### src/rtl/i2s_frame_scheduler.sv
// Sequencing controller for a 16-bit stereo I2S encoder: generates BCLK and the encoder reset,
// buffers upstream L/R samples and updates the parallel data only inside the encoder latch window.
module i2s_frame_scheduler #(
  parameter int unsigned DIV           = 2,
  parameter bit          UNDERRUN_MUTE = 1'b1
) (
  input  logic        i_clk,
  input  logic        i_rst,
  input  logic        i_enable,
  input  logic        i_valid,
  output logic        o_ready,
  input  logic [15:0] i_data_l,
  input  logic [15:0] i_data_r,
  output logic        o_bclk,
  output logic        o_enc_rst_x,
  output logic [15:0] o_data_l,
  output logic [15:0] o_data_r,
  output logic        o_frame,
  output logic        o_running,
  output logic [15:0] o_underrun_cnt
);

  localparam int unsigned PhMax = 2 * DIV - 1;
  localparam int unsigned PhW   = $clog2(2 * DIV);

  typedef enum logic [1:0] {StIdle, StPrime, StRun, StStop} state_e;

  state_e         state_q;
  logic [PhW-1:0] phase_q;
  logic [PhW-1:0] phase_nxt;
  logic [5:0]     slot_q;
  logic [31:0]    fifo_q [2];
  logic           wr_ptr_q;
  logic           rd_ptr_q;
  logic [1:0]     cnt_q;
  logic [31:0]    head;
  logic           active;
  logic           fall_evt;
  logic           upd_evt;
  logic           wrap_evt;
  logic           fifo_empty;
  logic           push;
  logic           pop;

  assign active     = (state_q == StRun) || (state_q == StStop);
  assign fall_evt   = active && (phase_q == PhW'(PhMax));
  assign phase_nxt  = fall_evt ? '0 : phase_q + PhW'(1);
  // Slot 55 -> 56 opens the encoder latch window; 63 -> 0 starts a new frame.
  assign upd_evt    = fall_evt && (slot_q == 6'd55);
  assign wrap_evt   = fall_evt && (slot_q == 6'd63);
  assign fifo_empty = (cnt_q == 2'd0);
  assign head       = fifo_q[rd_ptr_q];
  assign o_ready    = !i_rst && (cnt_q != 2'd2);
  assign push       = i_valid && o_ready;
  assign pop        = !fifo_empty && ((state_q == StPrime) || upd_evt);
  assign o_running  = active;

  always_ff @(posedge i_clk) begin
    if (i_rst) begin
      state_q        <= StIdle;
      phase_q        <= '0;
      slot_q         <= '0;
      wr_ptr_q       <= 1'b0;
      rd_ptr_q       <= 1'b0;
      cnt_q          <= 2'd0;
      o_bclk         <= 1'b0;
      o_enc_rst_x    <= 1'b0;
      o_data_l       <= '0;
      o_data_r       <= '0;
      o_frame        <= 1'b0;
      o_underrun_cnt <= '0;
    end else begin
      if (push) begin
        fifo_q[wr_ptr_q] <= {i_data_l, i_data_r};
        wr_ptr_q         <= ~wr_ptr_q;
      end
      if (pop) begin
        rd_ptr_q <= ~rd_ptr_q;
      end
      cnt_q   <= cnt_q + {1'b0, push} - {1'b0, pop};
      o_frame <= wrap_evt;

      case (state_q)
        StIdle: begin
          phase_q     <= '0;
          slot_q      <= '0;
          o_bclk      <= 1'b0;
          o_enc_rst_x <= 1'b0;
          o_data_l    <= '0;
          o_data_r    <= '0;
          if (i_enable && !fifo_empty) begin
            state_q <= StPrime;
          end
        end
        StPrime: begin
          // Encoder leaves reset with this sample already on its inputs.
          {o_data_l, o_data_r} <= head;
          o_enc_rst_x          <= 1'b1;
          o_bclk               <= 1'b0;
          phase_q              <= '0;
          slot_q               <= '0;
          state_q              <= StRun;
        end
        StRun, StStop: begin
          phase_q <= phase_nxt;
          o_bclk  <= (phase_nxt >= PhW'(DIV));
          if (fall_evt) begin
            slot_q <= slot_q + 6'd1;
          end
          if (upd_evt) begin
            if (!fifo_empty) begin
              {o_data_l, o_data_r} <= head;
            end else begin
              if (UNDERRUN_MUTE) begin
                o_data_l <= '0;
                o_data_r <= '0;
              end
              if (o_underrun_cnt != 16'hFFFF) begin
                o_underrun_cnt <= o_underrun_cnt + 16'd1;
              end
            end
          end
          if (state_q == StRun) begin
            if (!i_enable) begin
              state_q <= StStop;
            end
          end else if (i_enable) begin
            state_q <= StRun;
          end else if (wrap_evt) begin
            state_q     <= StIdle;
            phase_q     <= '0;
            o_bclk      <= 1'b0;
            o_enc_rst_x <= 1'b0;
            o_data_l    <= '0;
            o_data_r    <= '0;
          end
        end
        default: state_q <= StIdle;
      endcase
    end
  end

endmodule
### config.mk
export PLATFORM = sky130hd
export DESIGN_NAME = i2s_frame_scheduler
export DESIGN_NICKNAME = d
export VERILOG_FILES = /design/src/rtl/i2s_frame_scheduler.sv
export SDC_FILE = /design/constraint.sdc
export NUM_CORES = 1
export LEC_CHECK = 0
export ABC_AREA = 1
export CAP_MARGIN = 20
export CORE_ASPECT_RATIO = 1.4
export CORE_MARGIN = 8
export CORE_UTILIZATION = 45
export CTS_CLUSTER_SIZE = 40
export DETAILED_ROUTE_END_ITERATION = 16
export HOLD_SLACK_MARGIN = 0.12
export PLACE_DENSITY = 0.73
export SLEW_MARGIN = 25
export SYNTH_ARGS = -nofsm -noshare
export SYNTH_HDL_FRONTEND = slang
export SYNTH_SLANG_ARGS = --single-unit
### constraint.sdc
create_clock -name i_clk -period 3.64 [get_ports i_clk]
set_input_delay 0.364 -clock i_clk [delete_from_list [all_inputs] [get_ports i_clk]]
set_output_delay 0.364 -clock i_clk [all_outputs]
set_load 0.05 [all_outputs]
==> results of run 1 <==
[registers in the layout (all words and copies together), names as in the netlist, 2 cells and up, named ones only]
signal          flops
o_data_r           16
phase_q             2
slot_q              6
o_data_l           16
fifo_q             64
cnt_q               2
state_q             2
o_underrun_cnt     16
[Yosys cell counts]
cell      instances
nand2_1         125
inv_1            90
o21ai_0          76
dfxtp_1          66
edfxtp_1         64
nand3_1          49
a21oi_1          44
nor2_1           38
or2_2            28
clkbuf_1         17
a21oi_2          10
buf_2            10
nand2_2          10
ha_1              5
nand4_1           5
or2_1             5
nor2_4            4
nand2_4           3
nand3b_1          3
nor3_1            3
xor2_1            3
buf_1             2
inv_2             2
a211oi_1          1
buf_12            1
buf_4             1
buf_6             1
nor2_2            1
nor2_8            1
nor3_4            1
nor3b_1           1
nor4_1            1
o21bai_1          1
o31ai_1           1
xnor2_1           1
[per-stage QoR]
step / instances / hold slack [ns] / instance area (µm²) / setup WS, ns / total power, mW
finish: 919 / 0.4249 / 7445 / 0.8503 / 4.211
detailed placement: 886 / 0.4215 / 6835 / 0.8770 / 2.569
global placement: 886 / 0.4109 / 6835 / 1.053 / 2.543
CTS: 918 / 0.4289 / 7417 / 0.8437 / 4.220
global route: 919 / 0.4479 / 7445 / 0.5418 / 4.364
floorplan: 674 / 0.4039 / 5887 / 0.1796 / 2.289
[cells by family (layout without fill, tap and decap cells)]
logic type | Yosys count | in the layout | share of synthesized area [%]
compound gates | 133 | 133 | 12.07
xor+xnor | 4 | 4 | 0.5952
fa+ha+maj | 5 | 5 | 1.063
buf+inv | 124 | 216 | 8.587
flops | 130 | 130 | 55.09
simple gates | 278 | 278 | 22.59
[report_power, final]
| group | switching, mW | leakage, nW | total [mW] | internal [mW] |
|---|---|---|---|---|
| registers | 0.0820 | 1.12 | 1.73 | 1.65 |
| clock network | 0.617 | 0.285 | 1.66 | 1.04 |
| logic | 0.543 | 1.36 | 0.825 | 0.282 |
[area by class of cell]
type / instances / share of cell area, %
Clock buffer: 24 / 6.807
Tap cell: 153 / 2.571
Multi-Input combinational cell: 420 / 28.96
Timing Repair Buffer: 92 / 12.44
Clock inverter: 8 / 1.008
Inverter: 92 / 4.639
Sequential cell: 130 / 43.58
[routing by layer]
| layer | vias to the layer above | track usage [%] | routed length [µm] | part of all wire, % |
|---|---|---|---|---|
| li1 | 2353 | - | - | - |
| met1 | 2223 | 17.20 | 5345 | 38 |
| met2 | 144 | 29.63 | 7164 | 52 |
| met3 | 36 | 4.948 | 958 | 6.9 |
| met4 | 0 | 9.005 | 423 | 3.0 |
| met5 | - | 0 | 0 | 0 |
[path summary, 6_finish.rpt]
check,slack (ns),to,cells after the start
hold reg to reg,0.42,phase_q[0],1
hold / removal,0.42,phase_q[0],1
setup reg to reg,0.85,o_data_r[14],8
setup / recovery,0.85,o_data_r[14],8
==> qor.txt, run 1 <==
H-Tree Depth - 4
worst-path cell with the longest stage delay - inv_1
die area - 17050 µm²
clk buf depth - 2
RSZ-0062 raised after global routing - false
sequential share of the synthesized area - 55.09%
Crit path arrival time - 3.06 ns
Finished Core Util - 58.10%
worst reg2reg startpoint - phase_q[0]
Placeable Area - 12810 µm²
clk_lat worst skew - 0.42 ns
DRC viols - 0
layout cells sized above 1 - 12.92%
Tmin final - 2.790 ns
synthesis-to-layout area growth - 26.46%
Starting DRT DRC Count - 195
Layout fillers - 1057
num ports - 89
most frequent CP cell - nand2_2
Die X - 112.7 µm
setup bufs post-CTS - 0
clk sinks - 130
Syn Std Cell Area - 5887 µm²
Mean Syn Cell Area - 8.734 µm²
Post-CTS Resized - 0
Tot GR Track Use - 16.59%
port bufs - 88
Die Span Y - 151.3 µm
Worst slew margin - 33.93%
wire length per cell - 15.12 µm
Synth area leader - edfxtp_1
GPL Wtd Cong - 0.8217
P per Cell Area - 565.6 nW/µm²
Seq. cell area - 3244 µm²
Max rail drop VDD - 0.3433 mV
Setup crit start - phase_q[0]
Syn Inst Count - 674
crit path cell chain - ha_1 > nand2_2 > nor2_2 > nand2_2 > inv_1 > o21ai_0 > nand3_1 > a21oi_1
#FFs+latches synth - 130
vias in the first global route - 4792
Synthesis Warnings - 0
fin nets - 794
Worst Path Required - 3.91 ns
min-delay worst type - flop to flop
Static Leak - 2.762 nW
Yosys cell types - 35
Worst Hold Launch - phase_q[0]
crit-path max FO - 34
WP buf/inv - 1
post-synth top area share - 32.65%
cell family with most CP delay - simple AND/OR/NAND/NOR gates
hold buffers post-CTS - 0
CTS tree - done
footprint of the multi-input gates - 2156 µm²
worst-margin pin slew - 0.9887 ns
routed via count - 4756
grt ovf - 0
Row Count - 49
final setup fails - 0
max-cap viol count - 0
max frequency - 0.3585 GHz
final WL - 13890 µm
commonest non-fill, non-tap cell in the layout - nand2_1
final worst path period share - 76.64%
DR vias/cell - 5.175
max-slew violation count - 0
CP Class - flop to flop
critical path launch point type - flop
outcome - complete, no violations
clock-pin slew on the worst setup and hold paths - 0.06 ns
post-route ant nets - 0
Num CTS Buffers - 17
syn_nets - 715
Final TNS setup - 0 ns
post-DP HPWL - 9270 µm
diode count - 0
Synth area leaders - edfxtp_1 (33%), dfxtp_1 (22%), nand2_1 (8.0%)
commonest cells after routing, fill and taps aside - nand2_1 (125), inv_1 (89), clkdlybuf4s50_1 (87), o21ai_0 (76), dfxtp_1 (65)
drt first pass iters - 7
clk_skew - 0.009480 ns
crit end category - flop
global-route wire length before repair - 22470 µm
initial antenna violation count - 0
initial core utilization - 45.94%
largest net degree at the start of global routing - 65
max incr delay on CP - 0.80 ns
Fin. Hold Viols - 0
Clock Root Buffer - clkbuf_16
Power figures use the tool's default switching activity.
==> run 2: changes to the inputs <==
- clock period: 3.64 -> 2.83 ns (I/O delays scaled with it)
==> qor.txt, run 2 (synthesis results as in run 1) <==
wire length per cell - 15.37 µm (+1.7%)
clk buf depth - 2 (unchanged)
max frequency - 0.3907 GHz (+9.0%)
max-cap viol count - 0 (unchanged)
RSZ-0062 raised after global routing - false
routed via count - 4806 (+1.1%)
hold buffers post-CTS - 0 (unchanged)
hold_ws - 0.4323 ns (+0.007441 ns)
Num CTS Buffers - 17 (unchanged)
num ports - 89 (unchanged)
initial core utilization - 45.94% (unchanged)
post-DP HPWL - 9767 µm (+5.4%)
final WL - 14220 µm (+2.3%)
DR vias/cell - 5.196 (+0.40%)
commonest non-fill, non-tap cell in the layout - nand2_1
Starting DRT DRC Count - 264 (+35%)
final worst path period share - 90.44% (+14 points)
Static Leak - 2.775 nW (+0.45%)
fin nets - 800 (+0.76%)
post-route ant nets - 0 (unchanged)
setup ws final - 0.2704 ns (-0.5799 ns)
initial antenna violation count - 0 (unchanged)
GPL Wtd Cong - 0.8772 (+6.8%)
clk_skew - 0.01276 ns (+0.003284 ns)
Clock Root Buffer - clkbuf_16
crit end category - flop
CP Class - flop to flop
pre-CTS setup slack - 0.6073 ns (-0.2697 ns)
vias in the first global route - 4803 (+0.23%)
Tmin final - 2.560 ns (-0.2301 ns)
min-delay worst type - flop to flop
GR Util met3 - 4.828% (-0.12 points)
drt first pass iters - 4 (-3)
commonest cells after routing, fill and taps aside - nand2_1 (125), inv_1 (89), clkdlybuf4s50_1 (87), o21ai_0 (76), dfxtp_1 (65)
grt ovf - 0 (unchanged)
Top reg by flops - fifo_q
clock-pin slew on the worst setup and hold paths - 0.06 ns (about the same)
Die X - 112.7 µm (unchanged)
Post-CTS Resized - 0 (unchanged)
met2 Resource Use GR - 31.40% (+1.8 points)
Row Count - 49 (unchanged)
critical path launch point type - flop
Finished Core Util - 58.18% (+0.078 points)
max FFs per register - 64 (unchanged)
Final TNS setup - 0 ns (unchanged)
DRC viols - 0 (unchanged)
diode count - 0 (unchanged)
clk sinks - 130 (unchanged)
synthesis-to-layout area growth - 26.63%
port bufs - 88 (unchanged)
final setup fails - 0 (unchanged)
grt met1 use - 17.90% (+0.71 points)
Fin. Hold Viols - 0 (unchanged)
largest net degree at the start of global routing - 54 (-17%)
Crit path arrival time - 2.83 ns (-0.23 ns)
outcome - complete, no violations
layout cells sized above 1 - 13.34% (+0.42 points)
Tot GR Track Use - 17.22% (+0.63 points)
max-slew violation count - 0 (unchanged)
most used routing layer - met2
total chip power - 5.386 mW (+28%)
CTS tree - done
P per Cell Area - 722.6 nW/µm² (+28%)
Worst slew margin - 32.04% (-1.9 points)
Max rail drop VDD - 0.4493 mV (+31%)
H-Tree Depth - 4 (unchanged)
Placeable Area - 12810 µm² (unchanged)
die area - 17050 µm² (unchanged)
Die Span Y - 151.3 µm (unchanged)
clk_lat worst skew - 0.42 ns (about the same)
setup bufs post-CTS - 0 (unchanged)
worst-margin pin slew - 1.013 ns (+0.02443 ns)
global-route wire length before repair - 23230 µm (+3.4%)
crit-path max FO - 33 (-2.9%)
Worst Path Required - 3.10 ns (-0.81 ns)
## run 2: cell count changes in the layout (fill, tap and decap cells not counted), sizes merged
cell,previous run,this run
clkinv,4,7
bufinv,1,2
clkbuf,24,22
inv,93,91
buf,5,11
## run 2: where the power goes
group | switching (mW) | internal, mW
clock network | 0.778 | 1.31
logic | 0.713 | 0.367
registers | 0.0988 | 2.12
## run 2: stage by stage
step / std cells / instance area [µm²]
floorplan: 674 / 5892
global placement: 893 / 6888
detailed placement: 893 / 6888
CTS: 925 / 7455
global route: 925 / 7455
finish: 925 / 7455
## run 2: critical path, stage by stage (launching register included)
cell and delay, ns:
dfxtp_1 0.33, ha_1 0.31, nand2_2 0.10, nor2_2 0.14
nand2_1 0.10, o21ai_0 0.17, clkinv_1 0.81, nand3_1 0.34
a21oi_1 0.10
## run 2: final timing paths
path	slack, ns	depth (start not counted)	endpoint	from
min reg2reg	0.43	1	phase_q[0]	phase_q[0]
min	0.43	1	phase_q[0]	phase_q[0]
max reg2reg	0.27	8	o_data_r[12]	phase_q[0]
max	0.27	8	o_data_r[12]	phase_q[0]
## run 2: final cells by class
cell class	count	area, µm²
fillers	1084	5359
clock buffers	22	454.2
repair buffers	98	950.9
inverters	92	345.3
flip-flops and latches	130	3244
multi-input cells	420	2156
well taps	153	191.4
clock inverters	10	112.6
## run 2: layer usage
metal	part of all wire [%]	routed length, µm
met3	4.5	633
met4	2.9	408
met1	40	5660
met5	0	0
met2	53	7515
